**src/rtl/soc_reset_sequencer_pkg.sv**
```systemverilog
// State encoding and elaboration-time helpers shared by the mini16 reset sequencer.
// Counter widths and group counts are derived here so every file sizes them the same way.
package mini16_rst_pkg;

   localparam int STATE_W = 3;

   typedef enum logic [STATE_W-1:0] {
      S_WAIT_LOCK = 3'd0,
      S_PERIPH    = 3'd1,
      S_CORES     = 3'd2,
      S_RUN       = 3'd3
   } seq_state_e;

   function automatic int clog2(input int value);
      int result;
      result = 0;
      for (int v = value - 1; v > 0; v = v >> 1) result++;
      return result;
   endfunction

   function automatic int num_groups(input int cores, input int group_size);
      return (cores + group_size - 1) / group_size;
   endfunction

   // Width of a counter holding 0..count-1, never narrower than one bit.
   function automatic int cnt_width(input int count);
      return (clog2(count) < 1) ? 1 : clog2(count);
   endfunction

endpackage

```
**src/rtl/soc_reset_sequencer_sync_debounce.sv**
```systemverilog
// Two-flop synchronizer followed by a stable-count debouncer: the output level only
// follows the synchronized input once it has disagreed for DEBOUNCE_CYCLES cycles in a row.
module sync_debounce
   import mini16_rst_pkg::*;
#(
   parameter int   DEBOUNCE_CYCLES = 65536,
   parameter logic RESET_VALUE     = 1'b1
) (
   input  logic clk,
   input  logic reset,
   input  logic i_raw,
   output logic o_level
);

   localparam int CNT_W = cnt_width(DEBOUNCE_CYCLES);

   logic             r_meta;
   logic             r_sync;
   logic             r_level;
   logic [CNT_W-1:0] r_cnt;

   // NOTE: non-blocking assignments so r_sync takes r_meta's pre-edge value (a true two-stage chain).
   always_ff @(posedge clk or posedge reset) begin
      if (reset) begin
         r_meta <= 1'b0;
         r_sync <= 1'b0;
      end else begin
         r_meta <= i_raw;
         r_sync <= r_meta;
      end
   end

   always_ff @(posedge clk or posedge reset) begin
      if (reset) begin
         r_level <= RESET_VALUE;
         r_cnt   <= '0;
      end else if (r_sync == r_level) begin
         r_cnt   <= '0;
      end else if (r_cnt == CNT_W'(DEBOUNCE_CYCLES - 1)) begin
         r_level <= r_sync;
         r_cnt   <= '0;
      end else begin
         r_cnt   <= r_cnt + 1'b1;
      end
   end

   assign o_level = r_level;

endmodule

```
**src/rtl/soc_reset_sequencer.sv**
```systemverilog
// Reset release sequencer for mini16: filters PLL lock, debounces the soft-reset button,
// releases the peripheral reset and then the core resets in staggered groups.
module soc_reset_sequencer
   import mini16_rst_pkg::*;
#(
   parameter int CORES              = 128,
   parameter int GROUP_SIZE         = 16,
   parameter int LOCK_FILTER_CYCLES = 1024,
   parameter int PERIPH_CYCLES      = 256,
   parameter int STAGGER_CYCLES     = 64,
   parameter int DEBOUNCE_CYCLES    = 65536
) (
   input  logic               clk,
   input  logic               reset,
   input  logic               pll_locked,
   input  logic               btn_reset_n,
   output logic               periph_reset,
   output logic [CORES-1:0]   core_reset,
   output logic               ready,
   output logic [STATE_W-1:0] seq_state
);

   localparam int GROUPS   = num_groups(CORES, GROUP_SIZE);
   localparam int CNT_MAX1 = (LOCK_FILTER_CYCLES > PERIPH_CYCLES) ? LOCK_FILTER_CYCLES : PERIPH_CYCLES;
   localparam int CNT_MAX  = (CNT_MAX1 > STAGGER_CYCLES) ? CNT_MAX1 : STAGGER_CYCLES;
   localparam int CNT_W    = cnt_width(CNT_MAX);
   localparam int GRP_W    = cnt_width(GROUPS + 1);

   logic             r_lock_meta;
   logic             r_lock_s;
   logic             w_btn_level;
   logic             w_abort;

   seq_state_e       r_state,  w_state_nxt;
   logic [CNT_W-1:0] r_cnt,    w_cnt_nxt;
   logic [GRP_W-1:0] r_grp,    w_grp_nxt;
   logic             r_periph, w_periph_nxt;
   logic [CORES-1:0] r_core,   w_core_nxt;
   logic             r_ready,  w_ready_nxt;
   logic [GRP_W-1:0] w_sel_grp;
   logic [CORES-1:0] w_grp_mask;

   always_ff @(posedge clk or posedge reset) begin
      if (reset) begin
         r_lock_meta <= 1'b0;
         r_lock_s    <= 1'b0;
      end else begin
         r_lock_meta <= pll_locked;
         r_lock_s    <= r_lock_meta;
      end
   end

   sync_debounce #(
      .DEBOUNCE_CYCLES (DEBOUNCE_CYCLES),
      .RESET_VALUE     (1'b1)
   ) u_btn_debounce (
      .clk     (clk),
      .reset   (reset),
      .i_raw   (btn_reset_n),
      .o_level (w_btn_level)
   );

   assign w_abort = !r_lock_s || !w_btn_level;

   // Group 0 is released from S_PERIPH; later groups use the running group index.
   assign w_sel_grp = (r_state == S_CORES) ? r_grp : '0;

   always_comb begin
      w_grp_mask = '0;
      for (int i = 0; i < CORES; i++) begin
         w_grp_mask[i] = (GRP_W'(i / GROUP_SIZE) == w_sel_grp);
      end
   end

   // NOTE: every next-value signal is given its hold value first so no latch can be inferred.
   always_comb begin
      w_state_nxt  = r_state;
      w_cnt_nxt    = r_cnt;
      w_grp_nxt    = r_grp;
      w_periph_nxt = r_periph;
      w_core_nxt   = r_core;
      w_ready_nxt  = r_ready;

      if ((r_state != S_WAIT_LOCK) && w_abort) begin
         w_state_nxt  = S_WAIT_LOCK;
         w_cnt_nxt    = '0;
         w_grp_nxt    = '0;
         w_periph_nxt = 1'b1;
         w_core_nxt   = '1;
         w_ready_nxt  = 1'b0;
      end else begin
         case (r_state)
            S_WAIT_LOCK: begin
               if (w_abort) begin
                  w_cnt_nxt = '0;
               end else if (r_cnt == CNT_W'(LOCK_FILTER_CYCLES - 1)) begin
                  w_state_nxt  = S_PERIPH;
                  w_periph_nxt = 1'b0;
                  w_cnt_nxt    = '0;
               end else begin
                  w_cnt_nxt = r_cnt + 1'b1;
               end
            end
            S_PERIPH: begin
               if (r_cnt == CNT_W'(PERIPH_CYCLES - 1)) begin
                  w_core_nxt = r_core & ~w_grp_mask;
                  w_grp_nxt  = GRP_W'(1);
                  w_cnt_nxt  = '0;
                  if (GROUPS == 1) begin
                     w_state_nxt = S_RUN;
                     w_ready_nxt = 1'b1;
                  end else begin
                     w_state_nxt = S_CORES;
                  end
               end else begin
                  w_cnt_nxt = r_cnt + 1'b1;
               end
            end
            S_CORES: begin
               if (r_cnt == CNT_W'(STAGGER_CYCLES - 1)) begin
                  w_core_nxt = r_core & ~w_grp_mask;
                  w_grp_nxt  = r_grp + 1'b1;
                  w_cnt_nxt  = '0;
                  if (r_grp == GRP_W'(GROUPS - 1)) begin
                     w_state_nxt = S_RUN;
                     w_ready_nxt = 1'b1;
                  end
               end else begin
                  w_cnt_nxt = r_cnt + 1'b1;
               end
            end
            S_RUN: begin
            end
            default: begin
               w_state_nxt = S_WAIT_LOCK;
            end
         endcase
      end
   end

   always_ff @(posedge clk or posedge reset) begin
      if (reset) begin
         r_state  <= S_WAIT_LOCK;
         r_cnt    <= '0;
         r_grp    <= '0;
         r_periph <= 1'b1;
         r_core   <= '1;
         r_ready  <= 1'b0;
      end else begin
         r_state  <= w_state_nxt;
         r_cnt    <= w_cnt_nxt;
         r_grp    <= w_grp_nxt;
         r_periph <= w_periph_nxt;
         r_core   <= w_core_nxt;
         r_ready  <= w_ready_nxt;
      end
   end

   assign periph_reset = r_periph;
   assign core_reset   = r_core;
   assign ready        = r_ready;
   assign seq_state    = r_state;

endmodule

```
**config.mk**
```make
export PLATFORM = sky130hd
export DESIGN_NAME = soc_reset_sequencer
export DESIGN_NICKNAME = d
export VERILOG_FILES = /design/src/rtl/soc_reset_sequencer_pkg.sv /design/src/rtl/soc_reset_sequencer_sync_debounce.sv /design/src/rtl/soc_reset_sequencer.sv
export SDC_FILE = /design/constraint.sdc
export NUM_CORES = 1
export LEC_CHECK = 0
export ABC_AREA = 1
export CAP_MARGIN = 20
export CORE_ASPECT_RATIO = 2
export CORE_MARGIN = 2
export CORE_UTILIZATION = 36
export CTS_BUF_LIST = sky130_fd_sc_hd__clkbuf_2
export DETAILED_ROUTE_END_ITERATION = 10
export PLACE_DENSITY = 0.67
export SYNTH_ARGS = -nofsm -noshare
export SYNTH_HDL_FRONTEND = slang
export SYNTH_SLANG_ARGS = --single-unit
export TNS_END_PERCENT = 50
```
**constraint.sdc**
```tcl
create_clock -name clk -period 14.4 [get_ports clk]
set_input_delay 2.16 -clock clk [delete_from_list [all_inputs] [get_ports clk]]
set_output_delay 2.16 -clock clk [all_outputs]
set_load 0.02 [all_outputs]
```
## Word level (Yosys, flattened, before mapping)

Index checks and enable logic that the tools add are counted.

| storage, ports and cells | value |
|---|---|
| bits in registers | 168 |
| input port bits | 4 |
| word-level logic and storage cells | 92 |

| operators by class | value |
|---|---|
| add/sub/neg operators | 3 |
| eq/ne operators | 23 |
| muxes and demuxes | 32 |
| bitwise gates (word level) | 3 |
| reduce and logical (&&, ||, !) cells | 19 |

Operator list:

| operator | number |
|---|---|
| $mux 128 | 3 |
| $pmux 128 s2 | 1 |
| $and 128x128->128 | 1 |
| $not 128->128 | 1 |
| $mux 10 | 5 |
| $mux 16 | 2 |
| $pmux 10 s3 | 1 |
| $mux 3 | 6 |
| $add 16x1->16 const B | 1 |
| $eq 16x16->1 const B | 1 |
| $eq 3x4->1 const A | 4 |
| $mux 4 | 4 |
| $pmux 3 s4 | 1 |
| $add 10x1->10 const B | 1 |
| $eq 10x10->1 const B | 1 |
| $eq 10x6->1 const B | 1 |
| $eq 10x8->1 const B | 1 |
| $reduce_bool 2->1 | 5 |
| $ne 3x3->1 const B | 3 |
| $reduce_and 3->1 | 3 |
| $eq 2x4->1 const A | 2 |
| $mux 1 | 8 |
| $pmux 4 s2 | 1 |
| $eq 3x2->1 const B | 2 |
| 18 further kinds | 21 |

## Logic depth before layout (Yosys ltp)

| depth | value |
|---|---|
| depth after elaboration | 8 |
| gate-level depth with buffers | 12 |

## By module

From an unflattened synthesis, not the netlist that was laid out.

| unflattened totals | value |
|---|---|
| cell total of the unflattened synthesis | 984 |
| area total of the unflattened synthesis | 8285.4 um^2 |

By module, submodules not included:

| module | instances | cells each | area each (um^2) | sequential area each (um^2) |
|---|---|---|---|---|
| soc_reset_sequencer | 1 | 868 | 7250.7 | 3865.0 |
| sync_debounce | 1 | 116 | 1034.7 | 476.7 |

## Worst setup path before layout

OpenSTA, ideal clock, no wires.

| timing | value |
|---|---|
| path kind | register to output |
| start point | register r_core[0], in the netlist core_reset[0] |
| end point | output port core_reset[0] |
| data arrival time | 563 ps |
| setup slack | 11677 ps |
| cell stages (with the launch flop) | 1 |
| path buffers | 0 |
| cell sequence | dfstp_2 |

RTL lines:

| what | RTL line | text |
|---|---|---|
| start: declaration | soc_reset_sequencer.sv:38 | `logic [CORES-1:0] r_core, w_core_nxt;` |
| start signal: assignment | soc_reset_sequencer.sv:154 | `r_core <= w_core_nxt;` |
| end: declaration | soc_reset_sequencer.sv:18 | `output logic [CORES-1:0] core_reset,` |

No word-level cell between the ends.

## Worst setup path in the final report

| timing | value |
|---|---|
| start point | register r_state[0], in the netlist seq_state[0] |
| end point | register r_core[65], in the netlist core_reset[65] |

| between the ends | value |
|---|---|
| word-level cells in the longest chain between the ends | 8 |
| elaborated cells between the ends (all ways) | 16 |

Ends and longest elaborated chain:

| what | RTL line | text |
|---|---|---|
| start: declaration | soc_reset_sequencer.sv:34 | `seq_state_e r_state, w_state_nxt;` |
| start signal: assignment | soc_reset_sequencer.sv:150 | `r_state <= w_state_nxt;` |
| $eq 3x2->1 | soc_reset_sequencer.sv:66, soc_reset_sequencer.sv:92 |  |
| $mux 4 | soc_reset_sequencer.sv:66 | `assign w_sel_grp = (r_state == S_CORES) ? r_grp : '0;` |
| $eq 3x4->1 | soc_reset_sequencer.sv:71 | `w_grp_mask[i] = (GRP_W'(i / GROUP_SIZE) == w_sel_grp);` |
| $not 128->128 | soc_reset_sequencer.sv:106, soc_reset_sequencer.sv:121 |  |
| $and 128x128->128 | soc_reset_sequencer.sv:106, soc_reset_sequencer.sv:121 |  |
| $mux 128 (on tied branches) | soc_reset_sequencer.sv:120, soc_reset_sequencer.sv:105 |  |
| $pmux 128 s2 | soc_reset_sequencer.sv:92 | `case (r_state)` |
| $mux 128 | soc_reset_sequencer.sv:84 | `if ((r_state != S_WAIT_LOCK) && w_abort) begin` |

Several ways; a longest one is shown, not always the timed one. The select of a mux whose other input is x is not followed.
A chain may end at the register's enable or synchronous reset.

==> flow_summary.json <==
{
  "status": "complete, no violations",
  "ys_warn_count": 0,
  "routed_wl_um": 20800,
  "grtUsageMet2": 0.297,
  "min_period_ns": 4.27,
  "worstSetupStartpoint": "seq_state[0]$_DFFE_PP0P_",
  "postRouteAntennaNets": 0,
  "cts_max_level": 4,
  "cts_sinks": 167,
  "top_usage_layer": "met2",
  "finalSetupViolations": 0,
  "syn-cell-area_um2": 8970,
  "io_pins": 137,
  "drive_gt1_frac": 0.350,
  "synth.largest_area_cell": "dfstp_2",
  "portBuffers": 135,
  "hold_start": "u_btn_debounce.r_meta$_DFF_PP0_",
  "post-cts-setup-buffers": 0,
  "cp_cell_sequence": "inv_1 > ha_1 > nor2_4 > clkinv_2 > buf_4 > buf_16 > nand3_1 > nand3_4 > clkinv_8 > buf_4 > nand2_2 > o21ai_2",
  "grtUsageMet3": 0.0314,
  "crit_path_max_incr_delay_ns": 0.98,
  "worstSetupPathType": "flip-flop to flip-flop",
  "dieArea_um2": 26300,
  "finalWorstSetupSlack_ns": 10.13,
  "final_nets": 1099,
  "leakagePower_uw": 0.00404,
  "yosys-top-cells-area": "dfstp_2 (38%), dfrtp_1 (10%), o21ai_2 (9.8%)",
  "fillers": 2486,
  "synth_edf_count": 0,
  "clockRootBuffer": "clkbuf_2",
  "via_per_inst": 4.78,
  "rows": 81,
  "setup_tns_ns": 0,
  "numCtsBuffers": 17,
  "path_common_cell": "buf_4",
  "synthMostInstantiatedCell": "inv_1",
  "synth.avg_cell_area_um2": 9.14,
  "grt_pass1_vias": 6680,
  "cts_hold_buf": 0,
  "fmax_mhz": 234,
  "seq_area_frac_synth": 0.484,
  "area_growth_pct": 18.4,
  "rr_startpoint": "seq_state[0]$_DFFE_PP0P_",
  "cp_data_required_time_ns": 15.17,
  "drtIter0Drc": 414,
  "grt_pass1_wl_um": 33500,
  "hold_viol": 0,
  "synth_seq_cells": 167,
  "synthCells": 982,
  "synth_top_area_frac": 0.381,
  "slowest_stage": "buf_4",
  "dieWidth_um": 116,
  "relSlewSlack": 0.264,
  "pre_cts_slack_ns": 10.00,
  "globalRoute.totalOverflow": 0,
  "irDropWorstVdd_v": 0.0000673,
  "final_min_period_over_clock_period": 0.297,
  "die_h_um": 227,
  "end_kind": "flip-flop",
  "clk_latency_ns": 0.85,
  "core-area_um2": 24500,
  "drt-pass1-iter-count": 5,
  "cts.path.max_buffers": 2,
  "fin_skew_ns": 0.0483,
  "worst_pin_slew_ns": 1.10,
  "ys_types": 38,
  "ys_top_cells_by_count": "inv_1 (159), o21ai_0 (147), dfstp_2 (130)",
  "use_met1": 0.178,
  "p_per_area_nw_per_um2": 73.1,
  "rsz0062_at_grt": "no",
  "start_util": 0.366,
  "cts_tree": "built",
  "gr-usage-all-layers": 0.163,
  "grt_max_degree": 187,
  "startpoint_type": "flip-flop",
  "antenna_found_initial": 1,
  "synthArstFlopShare": 1.00,
  "yosys_most_used_dff": "dfstp_2",
  "cts-resized-gates": 0,
  "hold_class": "flip-flop to flip-flop",
  "avgRoutedWirePerCell_um": 14.5,
  "drcViolationCount": 0,
  "cp_max_fo": 186,
  "worst_ep_arrival_time_ns": 5.04,
  "routabilityCongestion": 0.788,
  "slew_viol_final": 0,
  "path_clk_slew_ns": 0.22,
  "max-cap-violations": 0,
  "dp.final_hpwl_um": 13800,
  "vias": 6849,
  "syn_nets": 993
}
-- area by class of cell --
cell class	instances	area, um^2	area share
Sequential cell	167	4340	0.409
Multi-Input combinational cell	595	3510	0.330
Inverter	165	638	0.0601
Timing Repair Buffer	142	1440	0.136
Clock buffer	20	100	0.00942
Tap cell	332	415	0.0391
Antenna cell	1	2.50	0.000236
Clock inverter	12	173	0.0163
-- per-layer routing --
metal | vias to the layer above | part of all wire
met5 | - | 0
met4 | 0 | 0.024
met3 | 25 | 0.032
met2 | 127 | 0.56
met1 | 3349 | 0.38
li1 | 3348 | -
-- flip-flops by register name (all words and copies together), names as in the netlist, 2 cells and up --
register,count
core_reset,128
u_btn_debounce.r_cnt,16
r_cnt,10
r_grp,4
seq_state,2
-- per-stage QoR --
stage	utilization	instance area [um^2]	hold WS, ns	std cells	total power [uW]
after floorplan	-	8970	0.331	982	489
after global placement	0.420	10300	0.338	1399	494
after detailed placement	0.420	10300	0.337	1399	494
after CTS	0.431	10600	0.396	1431	791
after global routing	0.433	10600	0.411	1434	810
final	0.433	10600	0.388	1434	776
-- power breakdown --
group | internal [uW] | switching (uW) | leakage (uW)
registers | 473 | 0.836 | 0.00185
logic | 2.74 | 11.1 | 0.00203
clock network | 116 | 172 | 0.000161
total | 592 | 184 | 0.00404
-- critical path, delay by kind of cell (launching register included) --
| family | cells | cell delay [ns] |
|---|---|---|
| AOI/OAI and AO/OA | 1 | 0.09 |
| adders and majority gates | 1 | 0.26 |
| buffers and inverters | 6 | 2.43 |
| DFF | 1 | 0.47 |
| and+or+nand+nor | 4 | 0.61 |
-- final timing paths --
kind / end / slack, ns / cells after the start
worst min register to register: u_btn_debounce.r_sync$_DFF_PP0_ / 0.39 / 0
worst max register to register: core_reset[65]$_DFFE_PP1P_ / 10.13 / 12
min in group asynchronous: r_grp[1]$_DFFE_PP0P_ / 1.85 / 2
worst min-delay path: u_btn_debounce.r_sync$_DFF_PP0_ / 0.39 / 0
worst max-delay path: core_reset[65]$_DFFE_PP1P_ / 10.13 / 12
max in group asynchronous: core_reset[94]$_DFFE_PP1P_ / 11.34 / 4
-- cell families after synthesis --
| kind of cell | synth area share |
|---|---|
| AO/OA/AOI/OAI | 0.202 |
| XOR/XNOR | 0.00976 |
| adder cells (fa/ha/maj) | 0.00976 |
| buffers and inverters | 0.125 |
| flip-flops | 0.484 |
| other | 0.000418 |
| AND/OR/NAND/NOR | 0.169 |
-- layout by cell type (no fill, tap or decap), types with 2 or more instances in the layout --
cell	count
o21ai_2	100
inv_2	3
nand2_1	95
inv_6	2
nand4_1	17
clkdlybuf4s50_1	135
inv_1	158
nand3_1	25
nor3_1	9
dfrtp_1	37
inv_4	2
buf_16	2
bufinv_16	4
clkinvlp_4	2
xnor2_1	3
clkbuf_2	20
buf_4	5
nor2_4	2
nor2_1	30
nor2_2	2
o21ai_1	21
nand3_2	3
o21ai_0	147
nand2_2	102
a31oi_1	2
o21bai_1	3
xor2_1	7
dfstp_2	130
clkinv_1	3
ha_1	7
nor3b_1	2
a21oi_1	10
Note: power is estimated with default switching activity, not from simulation.
